## config.mk

```make
export PLATFORM = sky130hd
export DESIGN_NAME = bus_sequencer_flat
export DESIGN_NICKNAME = d
export VERILOG_FILES = /design/src/rtl/bus_sequencer_if.sv /design/src/rtl/bus_sequencer.sv /design/src/flat_wrapper.sv
export SDC_FILE = /design/constraint.sdc
export NUM_CORES = 1
export LEC_CHECK = 0
export CORE_MARGIN = 4
export CORE_UTILIZATION = 40
export DETAILED_ROUTE_END_ITERATION = 16
export GPL_TIMING_DRIVEN = 1
export PLACE_DENSITY_LB_ADDON = 0.3
export SYNTH_ARGS = -nofsm -noshare
export SYNTH_HDL_FRONTEND = slang
export SYNTH_SLANG_ARGS = --single-unit
```

## constraint.sdc

```tcl
create_clock -name clk -period 2.7 [get_ports clk]
set_input_delay 0.27 -clock clk [delete_from_list [all_inputs] [get_ports clk]]
set_output_delay 0.27 -clock clk [all_outputs]
set_load 0.005 [all_outputs]
```

## src/rtl/bus_sequencer_if.sv

```systemverilog
// Control bundle between the bus sequencer and the datapath it steers:
// instruction/handshake inputs plus every select, load strobe and status output.
interface bus_sequencer_if;
  logic [31:0] ir;
  logic        mem_ready;
  logic [4:0]  bus_sel;
  logic [15:0] reg_in;
  logic        pc_inc;
  logic        mar_in;
  logic        mdr_in;
  logic        mdr_from_mem;
  logic        ir_in;
  logic        y_in;
  logic        z_in;
  logic        hi_in;
  logic        lo_in;
  logic        out_in;
  logic [4:0]  alu_op;
  logic        mem_read;
  logic        mem_write;
  logic        run;
  logic        bus_error;
  logic [3:0]  step;

  modport master (
    input  ir, mem_ready,
    output bus_sel, reg_in, pc_inc, mar_in, mdr_in, mdr_from_mem, ir_in, y_in, z_in,
           hi_in, lo_in, out_in, alu_op, mem_read, mem_write, run, bus_error, step
  );

  modport slave (
    output ir, mem_ready,
    input  bus_sel, reg_in, pc_inc, mar_in, mdr_in, mdr_from_mem, ir_in, y_in, z_in,
           hi_in, lo_in, out_in, alu_op, mem_read, mem_write, run, bus_error, step
  );
endinterface

```

## src/rtl/bus_sequencer.sv

```systemverilog
// Hardwired control unit: fetches, decodes and executes each instruction as a fixed
// sequence of micro-steps, driving one bus source plus load/ALU/memory strobes per step.
module bus_sequencer #(
  parameter int unsigned MEM_TIMEOUT = 255
) (
  input logic             clk,
  input logic             rst_n,
  bus_sequencer_if.master bus
);

  typedef enum logic [3:0] {
    T0 = 4'd0, T1 = 4'd1, T2 = 4'd2, T3 = 4'd3,
    T4 = 4'd4, T5 = 4'd5, T6 = 4'd6, T7 = 4'd7,
    HALT = 4'd15
  } state_t;

  localparam logic [4:0] OP_LD = 5'd0, OP_ST = 5'd2, OP_ADD = 5'd3, OP_ROL = 5'd10;
  localparam logic [4:0] OP_ADDI = 5'd12, OP_ORI = 5'd14, OP_MUL = 5'd15, OP_DIV = 5'd16;
  localparam logic [4:0] OP_IN = 5'd22, OP_OUT = 5'd23, OP_MFHI = 5'd24, OP_MFLO = 5'd25;
  localparam logic [4:0] OP_HALT = 5'd27;

  localparam logic [4:0] SEL_HI = 5'd16, SEL_LO = 5'd17, SEL_ZHI = 5'd18, SEL_ZLO = 5'd19;
  localparam logic [4:0] SEL_PC = 5'd20, SEL_MDR = 5'd21, SEL_INPORT = 5'd22;
  localparam logic [4:0] SEL_C = 5'd25, SEL_IDLE = 5'd31;

  localparam logic [8:0] TIMEOUT_LIMIT = 9'(MEM_TIMEOUT);

  state_t      state;
  logic [7:0]  wait_cnt;
  logic        bus_error_q;

  logic [4:0]  opcode;
  logic [3:0]  ra, rb, rc;
  logic [15:0] ra_onehot;
  logic        is_alu, is_imm, is_muldiv, is_mem;
  logic        waiting, timeout;
  logic        unused_ir;

  logic [4:0]  sel, alu_op;
  logic [15:0] reg_in;
  logic        pc_inc, mar_in, mdr_in, mdr_from_mem, ir_in, y_in, z_in;
  logic        hi_in, lo_in, out_in, mem_read, mem_write;

  assign opcode    = bus.ir[31:27];
  assign ra        = bus.ir[26:23];
  assign rb        = bus.ir[22:19];
  assign rc        = bus.ir[18:15];
  assign ra_onehot = 16'd1 << ra;
  // The low immediate bits reach the bus through the C source, never through here.
  assign unused_ir = ^bus.ir[14:0];

  assign is_alu    = (opcode >= OP_ADD) && (opcode <= OP_ROL);
  assign is_imm    = (opcode >= OP_ADDI) && (opcode <= OP_ORI);
  assign is_muldiv = (opcode == OP_MUL) || (opcode == OP_DIV);
  assign is_mem    = (opcode == OP_LD) || (opcode == OP_ST);

  assign waiting = (state == T1) || (state == T6 && opcode == OP_LD) ||
                   (state == T7 && opcode == OP_ST);
  // The cycle that brings the count to the limit still accepts mem_ready.
  assign timeout = (MEM_TIMEOUT != 0) && (({1'b0, wait_cnt} + 9'd1) == TIMEOUT_LIMIT);

  // Step sequencing, wait-cycle counting and the sticky bus error flag.
  always_ff @(posedge clk or negedge rst_n) begin
    if (!rst_n) begin
      state       <= T0;
      wait_cnt    <= 8'd0;
      bus_error_q <= 1'b0;
    end else begin
      wait_cnt <= (waiting && !bus.mem_ready) ? wait_cnt + 8'd1 : 8'd0;
      if (waiting && !bus.mem_ready) begin
        if (timeout) begin
          state       <= HALT;
          bus_error_q <= 1'b1;
        end
      end else begin
        case (state)
          T0:      state <= T1;
          T1:      state <= T2;
          T2:      state <= T3;
          T3: begin
            if (is_alu || is_imm || is_muldiv || is_mem) state <= T4;
            else if (opcode == OP_HALT)                  state <= HALT;
            else                                         state <= T0;
          end
          T4:      state <= T5;
          T5:      state <= (is_alu || is_imm) ? T0 : T6;
          T6:      state <= is_muldiv ? T0 : T7;
          T7:      state <= T0;
          HALT:    state <= HALT;
          default: state <= HALT;
        endcase
      end
    end
  end

  // Outputs decode from the current step and opcode; everything idles while in reset.
  always_comb begin
    sel          = SEL_IDLE;
    reg_in       = 16'd0;
    alu_op       = 5'd0;
    pc_inc       = 1'b0;
    mar_in       = 1'b0;
    mdr_in       = 1'b0;
    mdr_from_mem = 1'b0;
    ir_in        = 1'b0;
    y_in         = 1'b0;
    z_in         = 1'b0;
    hi_in        = 1'b0;
    lo_in        = 1'b0;
    out_in       = 1'b0;
    mem_read     = 1'b0;
    mem_write    = 1'b0;
    if (rst_n) begin
      case (state)
        T0: begin
          sel    = SEL_PC;
          mar_in = 1'b1;
          pc_inc = 1'b1;
        end
        // mdr_from_mem only steers the MDR input mux, so it is held for the whole wait.
        T1: begin
          mem_read     = 1'b1;
          mdr_from_mem = 1'b1;
          mdr_in       = bus.mem_ready;
        end
        T2: begin
          sel   = SEL_MDR;
          ir_in = 1'b1;
        end
        T3: begin
          if (is_alu || is_imm || is_mem) begin
            sel  = {1'b0, rb};
            y_in = 1'b1;
          end else if (is_muldiv) begin
            sel  = {1'b0, ra};
            y_in = 1'b1;
          end else begin
            case (opcode)
              OP_IN:   begin sel = SEL_INPORT; reg_in = ra_onehot; end
              OP_OUT:  begin sel = {1'b0, ra};  out_in = 1'b1;     end
              OP_MFHI: begin sel = SEL_HI;      reg_in = ra_onehot; end
              OP_MFLO: begin sel = SEL_LO;      reg_in = ra_onehot; end
              default: ;
            endcase
          end
        end
        T4: begin
          z_in = 1'b1;
          if (is_mem) begin
            sel    = SEL_C;
            alu_op = OP_ADD;
          end else if (is_imm) begin
            sel    = SEL_C;
            alu_op = opcode;
          end else if (is_muldiv) begin
            sel    = {1'b0, rb};
            alu_op = opcode;
          end else begin
            sel    = {1'b0, rc};
            alu_op = opcode;
          end
        end
        T5: begin
          sel = SEL_ZLO;
          if (is_mem)         mar_in = 1'b1;
          else if (is_muldiv) lo_in  = 1'b1;
          else                reg_in = ra_onehot;
        end
        T6: begin
          if (is_muldiv) begin
            sel   = SEL_ZHI;
            hi_in = 1'b1;
          end else if (opcode == OP_ST) begin
            sel    = {1'b0, ra};
            mdr_in = 1'b1;
          end else begin
            mem_read     = 1'b1;
            mdr_from_mem = 1'b1;
            mdr_in       = bus.mem_ready;
          end
        end
        T7: begin
          if (opcode == OP_ST) begin
            mem_write = 1'b1;
          end else begin
            sel    = SEL_MDR;
            reg_in = ra_onehot;
          end
        end
        default: ;
      endcase
    end
  end

  assign bus.bus_sel      = sel;
  assign bus.reg_in       = reg_in;
  assign bus.pc_inc       = pc_inc;
  assign bus.mar_in       = mar_in;
  assign bus.mdr_in       = mdr_in;
  assign bus.mdr_from_mem = mdr_from_mem;
  assign bus.ir_in        = ir_in;
  assign bus.y_in         = y_in;
  assign bus.z_in         = z_in;
  assign bus.hi_in        = hi_in;
  assign bus.lo_in        = lo_in;
  assign bus.out_in       = out_in;
  assign bus.alu_op       = alu_op;
  assign bus.mem_read     = mem_read;
  assign bus.mem_write    = mem_write;
  assign bus.run          = (state != HALT);
  assign bus.bus_error    = bus_error_q;
  assign bus.step         = state;

endmodule

```

## src/flat_wrapper.sv

```systemverilog
// flat-port wrapper written by rule: the top's interface ports become plain ports
module bus_sequencer_flat 
#(
  parameter int unsigned MEM_TIMEOUT = 255
)
  (clk, rst_n, bus_ir, bus_mem_ready, bus_bus_sel, bus_reg_in, bus_pc_inc, bus_mar_in, bus_mdr_in, bus_mdr_from_mem, bus_ir_in, bus_y_in, bus_z_in, bus_hi_in, bus_lo_in, bus_out_in, bus_alu_op, bus_mem_read, bus_mem_write, bus_run, bus_bus_error, bus_step);
  bus_sequencer_if bus_i ();
  input logic clk;
  input logic rst_n;
  input wire logic [$bits(bus_i.ir)-1:0] bus_ir;
  input wire logic [$bits(bus_i.mem_ready)-1:0] bus_mem_ready;
  output wire logic [$bits(bus_i.bus_sel)-1:0] bus_bus_sel;
  output wire logic [$bits(bus_i.reg_in)-1:0] bus_reg_in;
  output wire logic [$bits(bus_i.pc_inc)-1:0] bus_pc_inc;
  output wire logic [$bits(bus_i.mar_in)-1:0] bus_mar_in;
  output wire logic [$bits(bus_i.mdr_in)-1:0] bus_mdr_in;
  output wire logic [$bits(bus_i.mdr_from_mem)-1:0] bus_mdr_from_mem;
  output wire logic [$bits(bus_i.ir_in)-1:0] bus_ir_in;
  output wire logic [$bits(bus_i.y_in)-1:0] bus_y_in;
  output wire logic [$bits(bus_i.z_in)-1:0] bus_z_in;
  output wire logic [$bits(bus_i.hi_in)-1:0] bus_hi_in;
  output wire logic [$bits(bus_i.lo_in)-1:0] bus_lo_in;
  output wire logic [$bits(bus_i.out_in)-1:0] bus_out_in;
  output wire logic [$bits(bus_i.alu_op)-1:0] bus_alu_op;
  output wire logic [$bits(bus_i.mem_read)-1:0] bus_mem_read;
  output wire logic [$bits(bus_i.mem_write)-1:0] bus_mem_write;
  output wire logic [$bits(bus_i.run)-1:0] bus_run;
  output wire logic [$bits(bus_i.bus_error)-1:0] bus_bus_error;
  output wire logic [$bits(bus_i.step)-1:0] bus_step;
  assign bus_i.ir = bus_ir;
  assign bus_i.mem_ready = bus_mem_ready;
  assign bus_bus_sel = bus_i.bus_sel;
  assign bus_reg_in = bus_i.reg_in;
  assign bus_pc_inc = bus_i.pc_inc;
  assign bus_mar_in = bus_i.mar_in;
  assign bus_mdr_in = bus_i.mdr_in;
  assign bus_mdr_from_mem = bus_i.mdr_from_mem;
  assign bus_ir_in = bus_i.ir_in;
  assign bus_y_in = bus_i.y_in;
  assign bus_z_in = bus_i.z_in;
  assign bus_hi_in = bus_i.hi_in;
  assign bus_lo_in = bus_i.lo_in;
  assign bus_out_in = bus_i.out_in;
  assign bus_alu_op = bus_i.alu_op;
  assign bus_mem_read = bus_i.mem_read;
  assign bus_mem_write = bus_i.mem_write;
  assign bus_run = bus_i.run;
  assign bus_bus_error = bus_i.bus_error;
  assign bus_step = bus_i.step;
  bus_sequencer #(.MEM_TIMEOUT(MEM_TIMEOUT)) u_core (.clk(clk), .rst_n(rst_n), .bus(bus_i));
endmodule
```

# --- Word level (Yosys, flattened, before mapping) ---
# Cells that the tools add are included.
op_classes:
  shift: 1
  reduce_logical: 18
  add_sub_neg: 2
  muxes: 64
  eq_ne: 18
  magnitude_cmp: 4
ops:
  columns: ["operator", "n"]
  rows:
  - ["two-way mux 16 bit", 7]
  - ["two-way mux 5 bit", 10]
  - ["one-hot mux 16 bit (3 select lines)", 1]
  - ["one-hot mux 5 bit (7 select lines)", 1]
  - ["one-hot mux 4 bit (8 select lines)", 1]
  - ["two-way mux 1 bit", 31]
  - ["equality test 5 bit (second input constant)", 6]
  - ["two-way mux 4 bit", 6]
  - ["one-hot mux 5 bit (4 select lines)", 1]
  - ["equality test 4 x 3 -> 1 bit (second input constant)", 4]
  - ["<< shifter 1 x 4 -> 16 bit (first input constant)", 1]
  - ["<= comparator 5 x 4 -> 1 bit (second input constant)", 2]
  - ["adder 8 x 1 -> 9 bit (second input constant)", 1]
  - ["equality test 9 x 8 -> 1 bit (second input constant)", 1]
  - ["adder 8 x 1 -> 8 bit (second input constant)", 1]
  - ["equality test 4 x 2 -> 1 bit (second input constant)", 2]
  - ["logical OR 1 bit", 8]
  - ["two-way mux 8 bit", 1]
  - ["two-way mux 3 bit", 2]
  - ["one-hot mux 1 bit (2 select lines)", 3]
  - ["equality test 5 x 2 -> 1 bit (second input constant)", 1]
  - ["equality test 5 x 4 -> 1 bit (second input constant)", 1]
  - [">= comparator 5 x 2 -> 1 bit (second input constant)", 1]
  - [">= comparator 5 x 4 -> 1 bit (second input constant)", 1]
  - ["9 further kinds", 13]
totals:
  output_inout_bits: 44
  register_bits: 13
  inputBits: 35

# --- Logic depth before layout (Yosys ltp) ---
depth:
  ltp_word: 8
  ltp_mapped: 8
  ltp_nobuf: 6

# --- Least setup slack after synthesis ---
# OpenSTA, ideal clock, no wires.
synth_path:
  kind: "flip-flop to output port"
  startpoint: "register u_core.state[0] (netlist: u_core.bus.step[0])"
  endpoint: "output port bus_mem_read"
  n_path_buf: 2
  setup_slack_ns: 0.693
  stages_incl_launch_ff: 7
  t_arrival_ns: 1.737
  path_cell_list: "dfrtp_1 > buf_4 > or4bb_1 > a221oi_2 > a21oi_1 > nor2b_1 > buf_4"
synth_via:
  elab_chain_cells: 3
synth_lines:
  columns: ["element", "line_no", "rtl"]
  rows:
  - ["from (decl)", "bus_sequencer.sv:28", "state_t state;"]
  - ["from (signal assigned)", "bus_sequencer.sv:86", "T5: state <= (is_alu || is_imm) ? T0 : T6;"]
  - ["from (signal assigned)", "bus_sequencer.sv:87", "T6: state <= is_muldiv ? T0 : T7;"]
  - ["equality test 4 x 3 -> 1 bit or equality test 4 x 1 -> 1 bit (tied branches)", null, null]
  - ["one-hot mux 1 bit (2 select lines) *", null, null]
  - ["two-way mux 1 bit *", null, null]
  - ["to (decl)", "flat_wrapper.sv:25", "output wire logic [$bits(bus_i.mem_read)-1:0] bus_mem_read;"]
# Every way passes the cells marked *; elsewhere a longest branch is shown, timed or not.

# --- Worst setup path in the final report ---
layout_path:
  startpoint: "input port bus_ir[31]"
  endpoint: "output port bus_bus_sel[3]"
layout_via:
  elab_chain_cells: 7
layout_lines:
  columns: ["element", "line_no", "rtl"]
  rows:
  - ["from (decl)", "flat_wrapper.sv:10", "input wire logic [$bits(bus_i.ir)-1:0] bus_ir;"]
  - [">= comparator 5 x 2 -> 1 bit (tied with other cells)", "bus_sequencer.sv:52", "assign is_alu = (opcode >= OP_ADD) && (opcode <= OP_ROL);"]
  - ["logical AND 1 bit (tied with other cells)", "bus_sequencer.sv:52", null]
  - ["logical OR 1 bit or two-way mux 4 bit (tied branches)", "bus_sequencer.sv:131, bus_sequencer.sv:155", null]
  - ["logical OR 1 bit or two-way mux 5 bit (tied branches)", "bus_sequencer.sv:131, bus_sequencer.sv:152", null]
  - ["two-way mux 5 bit (on tied branches)", "bus_sequencer.sv:131, bus_sequencer.sv:149", null]
  - ["one-hot mux 5 bit (7 select lines) *", "bus_sequencer.sv:114", "case (state)"]
  - ["two-way mux 5 bit *", "bus_sequencer.sv:113", "if (rst_n) begin"]
  - ["to (decl)", "flat_wrapper.sv:12", "output wire logic [$bits(bus_i.bus_sel)-1:0] bus_bus_sel;"]
# Marks and branches as above.

==> results.sh <==
export IMPL_status="completed"
export IMPL_fp_dieArea_sq_mm=0.00538
export IMPL_final_layout_size_suffix_gt1_share_pct=21.2
export IMPL_p_leak_nw=1.30
export IMPL_end_kind="output pin"
export IMPL_fin_ws_ns=0.0773
export IMPL_insertion_delay_ns=0.24
export IMPL_final_setup_viol_count=0
export IMPL_ios=79
export IMPL_dp_worst_setup_slack_ns=-0.239
export IMPL_gp_congestion=0.959
export IMPL_critPathRequiredTime_ns=2.43
export IMPL_met2_usage_pct=35.7
export IMPL_tritoncts="done"
export IMPL_cts_root_buf="clkbuf_8"
export IMPL_relSlewSlack_pct=61.1
export IMPL_wire_per_inst_um=16.0
export IMPL_grt_pass1_wl_um=9800
export IMPL_grt_max_degree=20
export IMPL_clk_pin_slew_worst_paths_ns=0.05
export IMPL_drt_pass1_iter_count=4
export IMPL_die_h_um=73.3
export IMPL_rsz0062_at_grt="yes"
export IMPL_synthArstFlopShare_pct=100
export IMPL_cts_buffers=3
export IMPL_post_route_min_period_ns=2.62
export IMPL_synth_nets=278
export IMPL_powerDensity_mw_per_mm2=414
export IMPL_busiest_layer="met2"
export IMPL_drtAntennaViolNets=0
export IMPL_hold_viol=0
export IMPL_yosysWarningCount=0
export IMPL_ys_seq_elements=13
export IMPL_groute_layer_met3_usage_pct=3.42
export IMPL_portBuffers=63
export IMPL_dpl_hpwl_um=4820
export IMPL_wl_um=6210
export IMPL_numClockSinks=13
export IMPL_start_kind="input pin"
export IMPL_power_w=0.00117
export IMPL_synth_edf_count=0
export IMPL_ctsLongestPathBuffers=2
export IMPL_gr_usage_met1_pct=32.2
export IMPL_vdd_ir_drop_max_mv=0.453
export IMPL_setup_tns_final_ns=0
export IMPL_synth_cell_types=52
export IMPL_grt_pass1_vias=2095
export IMPL_final_setup_skew_ns=0.00531
export IMPL_tightest_slew_ns=0.578
export IMPL_hold_class="in -> async"
export IMPL_synth_flop_cell="dfrtp_1"
export IMPL_vias=2258
export IMPL_path_class="in -> out"
export IMPL_drc=0
export IMPL_maxCapViolations=0
export IMPL_gr_total_overflow=0
export IMPL_cts_hold_buf=0
export IMPL_track_usage_pct=22.3
export IMPL_setup_worst_path_start="bus_ir[31]"
export IMPL_crit_fanout=6
export IMPL_min_period_over_period_pct=97.1
export IMPL_nets=377
export IMPL_vias_per_cell=5.80
export IMPL_drt_initial_drc_count=156
export IMPL_r2r_start="u_core.bus.step[3]"
export IMPL_syn_inst=241
export IMPL_antennaDiodeCount=0
export IMPL_fmax_mhz=381
export IMPL_design_core_area_sq_mm=0.00406
export IMPL_num_rows=23
export IMPL_area_growth_syn_to_layout_pct=65.3
export IMPL_start_util_pct=42.1
export IMPL_yosysSeqAreaShare_pct=19.0
export IMPL_antenna_found_initial=0
export IMPL_cp_arrival_ns=2.35
export IMPL_cts_max_level=1
export IMPL_maxSlewViolCount=0
export IMPL_fp_dieW_um=73.3
export IMPL_avgSynthCellArea_sq_um=7.09
export IMPL_whs_ns=0.449
export IMPL_syn_area_sq_mm=0.00171
[cell type report]
cell class,count,area (sq um)
Multi-Input combinational cell,199,1310
Fill cell,332,1230
Timing Repair Buffer,113,1040
Sequential cell,13,325
Tap cell,50,62.6
Clock buffer,4,45.0
Inverter,10,37.5
[cells by family after synthesis]
family	count (synthesis)	share of synthesized area, %
buffers and inverters	29	7.40
flip-flops	13	19.0
AO/OA/AOI/OAI	65	26.7
adder cells (fa/ha/maj)	2	1.46
multiplexers	4	2.42
AND/OR/NAND/NOR	118	37.9
XOR/XNOR	10	5.13
[per-layer routing]
| layer | part of all wire, % | wire (um) |
|---|---|---|
| met2 | 47 | 2900 |
| met1 | 44 | 2750 |
| met5 | 0 | 0 |
| met4 | 1.2 | 76 |
| met3 | 7.7 | 481 |
[layout by cell type, fill, tap and decap left out, types with 5 or more instances in the layout]
cell type,netlist,routed
a21oi_1,15,15
and3_1,7,6
buf_4,2,46
clkdlybuf4s50_1,0,38
dfrtp_1,13,13
dlygate4sd2_1,0,15
dlymetal6s2s_1,0,10
inv_1,10,10
nand2_1,23,23
nand2b_1,10,10
nand3_1,12,12
nor2_1,23,22
nor3_1,5,5
nor4_1,19,15
o21ai_0,14,13
xor2_1,6,6
[flip-flops by register name, indices dropped and copies added, names as in the netlist]
name	flops
u_core.bus.bus_error	1
u_core.bus.step	4
u_core.wait_cnt	8
[Yosys cell counts, drive strengths merged, types with 2 or more instances]
cell / n / share of area [%]
nand4: 2 / 0.73
nor3: 6 / 2.1
a21o: 2 / 0.88
a311oi: 2 / 1.0
nand3: 12 / 3.5
nor2: 23 / 5.1
xnor2: 4 / 2.1
o21ai: 14 / 4.1
a22oi: 2 / 1.7
clkbuf: 9 / 2.0
o21a: 2 / 0.88
buf: 10 / 3.2
o211ai: 3 / 1.3
and3: 7 / 2.6
inv: 10 / 2.2
dfrtp: 13 / 19
nor2b: 4 / 1.5
nor4b: 2 / 1.0
nand2: 24 / 5.4
or2: 4 / 1.5
ha: 2 / 1.5
o22ai: 4 / 1.5
mux2i: 3 / 1.8
nor4: 21 / 9.5
a41oi: 2 / 1.0
xor2: 6 / 3.1
a21oi: 15 / 4.4
a211oi: 2 / 0.88
o221ai: 4 / 2.1
nand2b: 10 / 3.7
[what timing repair did]
action                                  4_1_cts  5_1_grt
gates resized for setup                      22       18
setup buffers                                 5        1
pin swaps                                     2        2
endpoints found under the setup margin       25       12
[final timing paths]
check / to / slack, ns / cells after the start
worst max register to register: u_core.bus.step[2] / 0.75 / 6
worst max-delay path: bus_bus_sel[3] / 0.08 / 8
worst min register to register: u_core.bus.bus_error / 0.50 / 1
worst min-delay path: u_core.wait_cnt[2] / 0.45 / 2
min in group clk: u_core.bus.bus_error / 0.50 / 1
max in group asynchronous: u_core.bus.step[1] / 1.97 / 3
[critical path, stage by stage]
cell             delay (ns)
clkdlybuf4s50_1        0.45
buf_6                  0.16
buf_4                  0.14
a311o_1                0.34
o221ai_2               0.15
a21oi_1                0.07
a2111o_1               0.31
clkdlybuf4s50_1        0.46
[through the flow]
stage / instances / util [%] / cell area (sq um)
final: 389 / 69.6 / 2820
after global placement: 379 / 65.4 / 2660
after floorplan: 241 / - / 1710
after detailed placement: 379 / 65.4 / 2660
after global routing: 389 / 69.6 / 2820
after CTS: 388 / 67.9 / 2750
[report_power, final]
group	switching, W	internal (W)	total (W)
Combinational	0.000423	0.000348	0.000771
Clock	0.0000626	0.000104	0.000166
Sequential	0.0000140	0.000218	0.000232
(Power assumes the default switching activity.)
